===== config.mk =====
export PLATFORM = sky130hd
export DESIGN_NAME = bcd_countdown_3d
export DESIGN_NICKNAME = d
export VERILOG_FILES = /design/src/rtl/bcd_countdown_3d.sv
export SDC_FILE = /design/constraint.sdc
export NUM_CORES = 1
export LEC_CHECK = 0
export BUFFER_PORTS_ARGS = -buffer_cell sky130_fd_sc_hd__buf_4
export CAP_MARGIN = 20
export CORE_ASPECT_RATIO = 0.9
export CORE_MARGIN = 1.5
export CORE_UTILIZATION = 57
export DETAILED_ROUTE_END_ITERATION = 10
export HOLD_SLACK_MARGIN = 0.08
export PLACE_DENSITY = 0.84
export SLEW_MARGIN = 20
export SYNTH_ARGS = -nofsm -noshare
export SYNTH_HDL_FRONTEND = slang
export SYNTH_SLANG_ARGS = --single-unit

===== constraint.sdc =====
create_clock -name i_Clk -period 3.4 [get_ports i_Clk]
set_clock_uncertainty 0.2 [all_clocks]
set_input_delay 0.68 -clock i_Clk [delete_from_list [all_inputs] [get_ports i_Clk]]
set_output_delay 0.68 -clock i_Clk [all_outputs]
set_load 0.01 [all_outputs]

===== src/rtl/bcd_countdown_3d.sv =====
// -----------------------------------------------------------------------------
// bcd_countdown_3d
//   Three-digit BCD countdown timer. A load button presets the value (invalid
//   BCD digits are clamped to 9). A start/pause button runs or pauses the
//   countdown. In RUN the value decrements once every TICK_DIV clocks, with a
//   borrow rippling from digit0 to digit2. The counter stops at 000 and
//   raises o_Done.
//
// Ports:
//   i_Clk      - system clock, rising edge
//   i_Rst      - asynchronous active-high reset
//   i_Push     - raw buttons, asynchronous to i_Clk; [0]=start/pause, [1]=load
//   i_Load_Val - BCD preset {d2,d1,d0}
//   o_LED      - current BCD value {d2,d1,d0}
//   o_FND      - 7-segment codes {fnd2,fnd1,fnd0}, each [6:0]={g,f,e,d,c,b,a}
//   o_State    - IDLE=0, RUN=1, PAUSE=2, DONE=3 (registered)
//   o_Done     - high while in DONE (registered)
// -----------------------------------------------------------------------------
module bcd_countdown_3d #(
  parameter int TICK_DIV = 50000000
) (
  input  logic        i_Clk,
  input  logic        i_Rst,
  input  logic [1:0]  i_Push,
  input  logic [11:0] i_Load_Val,
  output logic [11:0] o_LED,
  output logic [20:0] o_FND,
  output logic [1:0]  o_State,
  output logic        o_Done
);

  localparam int PW = $clog2(TICK_DIV);
  localparam logic [PW-1:0] PRESC_LAST = PW'(TICK_DIV - 1);

  typedef enum logic [1:0] {
    ST_IDLE  = 2'd0,
    ST_RUN   = 2'd1,
    ST_PAUSE = 2'd2,
    ST_DONE  = 2'd3
  } state_t;

  // Clamp one nibble to a legal BCD digit.
  function automatic logic [3:0] f_clamp_digit(input logic [3:0] d);
    if (d > 4'd9) begin
      f_clamp_digit = 4'd9;
    end else begin
      f_clamp_digit = d;
    end
  endfunction

  // Clamp all three digits of a preset.
  function automatic logic [11:0] f_clamp(input logic [11:0] v);
    f_clamp = {f_clamp_digit(v[11:8]), f_clamp_digit(v[7:4]), f_clamp_digit(v[3:0])};
  endfunction

  // BCD decrement by one; the caller never presents 000.
  function automatic logic [11:0] f_dec(input logic [11:0] v);
    logic [3:0] d0;
    logic [3:0] d1;
    logic [3:0] d2;
    logic       b0;
    logic       b1;
    d0 = v[3:0];
    d1 = v[7:4];
    d2 = v[11:8];
    if (d0 == 4'd0) begin
      d0 = 4'd9;
      b0 = 1'b1;
    end else begin
      d0 = d0 - 4'd1;
      b0 = 1'b0;
    end
    if (b0) begin
      if (d1 == 4'd0) begin
        d1 = 4'd9;
        b1 = 1'b1;
      end else begin
        d1 = d1 - 4'd1;
        b1 = 1'b0;
      end
    end else begin
      b1 = 1'b0;
    end
    if (b1) begin
      if (d2 == 4'd0) begin
        d2 = 4'd9;
      end else begin
        d2 = d2 - 4'd1;
      end
    end else begin
      d2 = d2;
    end
    f_dec = {d2, d1, d0};
  endfunction

  // Active-high 7-segment code {g,f,e,d,c,b,a} for one BCD digit.
  function automatic logic [6:0] f_seg(input logic [3:0] d);
    case (d)
      4'd0:    f_seg = 7'h3F;
      4'd1:    f_seg = 7'h06;
      4'd2:    f_seg = 7'h5B;
      4'd3:    f_seg = 7'h4F;
      4'd4:    f_seg = 7'h66;
      4'd5:    f_seg = 7'h6D;
      4'd6:    f_seg = 7'h7D;
      4'd7:    f_seg = 7'h07;
      4'd8:    f_seg = 7'h7F;
      4'd9:    f_seg = 7'h6F;
      default: f_seg = 7'h00;
    endcase
  endfunction

  logic [1:0]    r_sync1;
  logic [1:0]    r_sync2;
  logic [1:0]    r_prev;
  logic [1:0]    w_edge;
  logic          w_start;
  logic          w_load;

  state_t        r_state;
  logic [11:0]   r_value;
  logic [PW-1:0] r_presc;
  logic          r_done;

  logic          w_tick;
  logic [11:0]   w_dec_val;
  logic          w_dec_zero;

  // Two-flop synchronizer plus previous-sample flop for edge detection.
  always_ff @(posedge i_Clk or posedge i_Rst) begin
    if (i_Rst) begin
      r_sync1 <= 2'b00;
      r_sync2 <= 2'b00;
      r_prev  <= 2'b00;
    end else begin
      r_sync1 <= i_Push;
      r_sync2 <= r_sync1;
      r_prev  <= r_sync2;
    end
  end

  assign w_edge     = r_sync2 & ~r_prev;
  assign w_load     = w_edge[1];
  // Load has priority, so a coincident start edge is simply dropped.
  assign w_start    = w_edge[0] & ~w_edge[1];

  assign w_tick     = (r_presc == PRESC_LAST);
  assign w_dec_val  = f_dec(r_value);
  assign w_dec_zero = (w_dec_val == 12'h000);

  // Control FSM: value, prescaler, state and done flag.
  always_ff @(posedge i_Clk or posedge i_Rst) begin
    if (i_Rst) begin
      r_state <= ST_IDLE;
      r_value <= 12'h000;
      r_presc <= '0;
      r_done  <= 1'b0;
    end else if (w_load) begin
      r_state <= ST_IDLE;
      r_value <= f_clamp(i_Load_Val);
      r_presc <= '0;
      r_done  <= 1'b0;
    end else begin
      case (r_state)
        ST_IDLE: begin
          if (w_start) begin
            if (r_value != 12'h000) begin
              r_state <= ST_RUN;
            end else begin
              r_state <= ST_DONE;
              r_done  <= 1'b1;
            end
          end else begin
            r_state <= ST_IDLE;
          end
        end
        ST_RUN: begin
          // The prescaler keeps counting on the pause edge itself; the
          // paused count resumes from there.
          if (w_tick) begin
            r_presc <= '0;
            r_value <= w_dec_val;
            if (w_dec_zero) begin
              r_state <= ST_DONE;
              r_done  <= 1'b1;
            end else if (w_start) begin
              r_state <= ST_PAUSE;
            end else begin
              r_state <= ST_RUN;
            end
          end else begin
            r_presc <= r_presc + PW'(1);
            if (w_start) begin
              r_state <= ST_PAUSE;
            end else begin
              r_state <= ST_RUN;
            end
          end
        end
        ST_PAUSE: begin
          if (w_start) begin
            r_state <= ST_RUN;
          end else begin
            r_state <= ST_PAUSE;
          end
        end
        ST_DONE: begin
          r_state <= ST_DONE;
        end
        default: begin
          r_state <= ST_IDLE;
          r_done  <= 1'b0;
        end
      endcase
    end
  end

  assign o_LED   = r_value;
  assign o_FND   = {f_seg(r_value[11:8]), f_seg(r_value[7:4]), f_seg(r_value[3:0])};
  assign o_State = r_state;
  assign o_Done  = r_done;

endmodule


==> flow_metrics.tcl <==
set metrics [dict create \
    gr-total-overflow 0 \
    synth.net_count 432 \
    share_of_the_yosys_chip_area_belonging_to_registers_pct 35.54 \
    final-seq-area_sq_um 1176 \
    dpl.cell_count 501 \
    synthArstFlopShare_pct 100.0 \
    p_total_mw 2.696 \
    cts.htree.levels 2 \
    ioPinCount 52 \
    worst_slew_pin_slew_ns 0.8329 \
    regToRegEndpoint "o_State[1]" \
    synthDistinctLibCells 58 \
    height_of_the_chip_um 75.29 \
    rsz0062_at_grt "false" \
    wl_um 8347 \
    ys_ff_latch 47 \
    timing.hold.worst_path_depth 0 \
    setup_total_negative_slack_ns 0 \
    die-area_sq_um 6273 \
    maxSlewHeadroom_pct 44.41 \
    placeableCoreArea_sq_um 5628 \
    place_worst_setup_slack_ns 0.5998 \
    number_of_remaining_drc_errors 0 \
    critical_path_required_ns 3.42 \
    fmax_ghz 0.3517 \
    gp_congestion 0.8755 \
    tritoncts "done" \
    cts_hold_buf 0 \
    n_antenna_cell 0 \
    reg2reg_from "o_LED[1]" \
    kind_of_critical_path "register to register" \
    synth_flop_type "sky130_fd_sc_hd__dfrtp_1" \
    syn_area_per_cell_sq_um 8.336 \
    synth_cell_area_sq_um 3309 \
    layout_commonest_cell "sky130_fd_sc_hd__buf_4" \
    drtIter0Drc 299 \
    clk_latency_ns 0.30 \
    worst_setup_end_kind "register" \
    power_density_nw_per_um2 702.7 \
    simple_gate_share_of_the_synthesized_area_pct 26.50 \
    synth_top_family_by_area "simple AND/OR/NAND/NOR gates" \
    syn_inst_count 397 \
    finish.instance_area_sq_um 3836 \
    grt_pass1_wl_um 13470 \
    vias 3215 \
    die_width_um 83.32 \
    number_of_buffers_created_by_cts 5 \
    period_share_pct 83.62 \
    clock_tree.buffer_depth 2 \
    number_of_flops_mapped_to_enable_cells_by_yosys 0 \
    clkSinkCount 47 \
    area_overhead_of_the_layout_relative_to_synthesis_pct 15.92 \
    post_cts_resize_count 0 \
    hold-worst-slack_ns 0.1524 \
    detailed_place.area_sq_um 3730 \
    fin_cells 508 \
    avgRoutedWirePerCell_um 16.43 \
    synth_area_in_adders_pct 7.183 \
    crit_path_max_fanout 12 \
    post-dp-hpwl_um 5952 \
    cap_viol_max_count 0 \
    clkSlewWorstSetupHoldPaths_ns 0.08 \
    synth_xor_xnor_area_share_pct 1.323 \
    power.ir.vdd_worst_mv 0.6444 \
    design.final.nets 473 \
    initial_antenna_violation_count 0 \
    hold_viol_final 0 \
    timing.hold.worst_endpoint "r_sync2[0]" \
    post_cts_setup_buffer_count 0 \
    finish.utilization_pct 68.16 \
    crit_path_start "o_LED[1]" \
    synth.mux.area_fraction_pct 4.197 \
    power.static_leakage_nw 1.650 \
    initial_utilization_pct 58.80 \
    grt_max_degree 48 \
    drv_slew 0 \
    critPathLaunchType "register" \
    first_global_vias 2720 \
    io_buffers 51 \
    cts_root_buffer "sky130_fd_sc_hd__clkbuf_8" \
    status "complete, no violations" \
    synth-compound-area-share_pct 20.57 \
    rr_worst_depth 7 \
    num-fill-cells 466 \
    final.min_clock_period_ns 2.843 \
    drt_pre_antenna_iters 5 \
    cp_data_arrival_time_ns 2.87 \
    multi_input_gate_area_sq_um 1981 \
    postRouteAntennaNets 0 \
    worst-r2r-setup-slack_ns 0.56 \
    setup-violations-final 0 \
    worst_hold_startpoint "r_sync1[0]" \
    synth.yosys.warnings 0 \
    setup_ws_ns 0.5569 \
    fp-row-count 26 \
    groute.usage.overall_pct 26.65 \
    vias_per_cell 6.329 \
    share_of_layout_cells_above_drive_strength_1_pct 17.12 \
    layout.cells.most_common_list "sky130_fd_sc_hd__buf_4, sky130_fd_sc_hd__dfrtp_1, sky130_fd_sc_hd__nand2_1" \
    hold_path_class "register to register" \
]
-- synth_stat cells, drive strengths merged, types with 7 or more instances --
cell type  number  area share, %
nand3          18            2.7
nor3           12            2.0
clkbuf         17            1.9
nand2          42            4.8
inv            16            1.8
mux2            7            2.4
o21ai          36            5.6
a21oi          18            2.7
dfrtp          47             36
nor2           29            3.3
a31oi          18            3.4
ha             19            7.2
nand4          16            3.2
-- cell families (layout without fill, tap and decap cells) --
kind of cell | count (synthesis) | count (layout)
xor gates and xnor gates | 5 | 5
buffers and inverters | 39 | 80
muxes | 13 | 13
and+or+nand+nor | 166 | 166
adders and majority gates | 19 | 19
DFF | 47 | 47
AOI/OAI and AO/OA | 108 | 108
-- worst max path at each step --
| stage | cells past startpoint | slack (ns) | to |
|---|---|---|---|
| after CTS | 7 | 0.58 | o_State[1] |
| after floorplan | 8 | 0.85 | o_State[1] |
| final | 7 | 0.56 | o_State[1] |
| after global placement | 7 | 0.74 | o_State[1] |
| after detailed placement | 7 | 0.60 | o_State[1] |
| after global routing | 7 | 0.39 | o_State[1] |
-- worst max-delay path, cell delays in order, from the launching register on --
cell and delay, ns:
sky130_fd_sc_hd__dfrtp_1 0.48, sky130_fd_sc_hd__inv_1 0.14, sky130_fd_sc_hd__ha_1 0.23, sky130_fd_sc_hd__or3b_1 0.54, sky130_fd_sc_hd__or4_1 0.58, sky130_fd_sc_hd__a221oi_2 0.22
sky130_fd_sc_hd__nand4_1 0.18, sky130_fd_sc_hd__o21ai_1 0.19
-- sequential cells by signal, indices dropped and copies added, names as in the netlist --
name,flops
o_Done,1
r_sync2,2
o_State,2
r_sync1,2
r_presc,26
o_LED,12
r_prev,2
-- report_power, final --
| part | internal (mW) | switching [mW] |
|---|---|---|
| Sequential | 0.641 | 0.205 |
| Combinational | 0.683 | 0.767 |
| Clock | 0.216 | 0.184 |
-- layer usage --
metal | vias up | track usage, % | wire length [um] | share of wire, %
met5 | - | 0 | 0 | 0
met4 | 0 | 7.222 | 61 | 0.73
met3 | 5 | 4.605 | 498 | 6.0
met2 | 122 | 40.11 | 3765 | 45
met1 | 1530 | 39.96 | 4022 | 48
li1 | 1558 | - | - | -
-- final cells by class --
class	instances	area share [%]
clock buffers	6	1.892
repair buffers	57	11.15
well taps	70	2.283
clock inverters	1	0.7828
flip-flops and latches	47	30.66
inverters	16	1.598
multi-input cells	311	51.63
(Power assumes the default switching activity.)
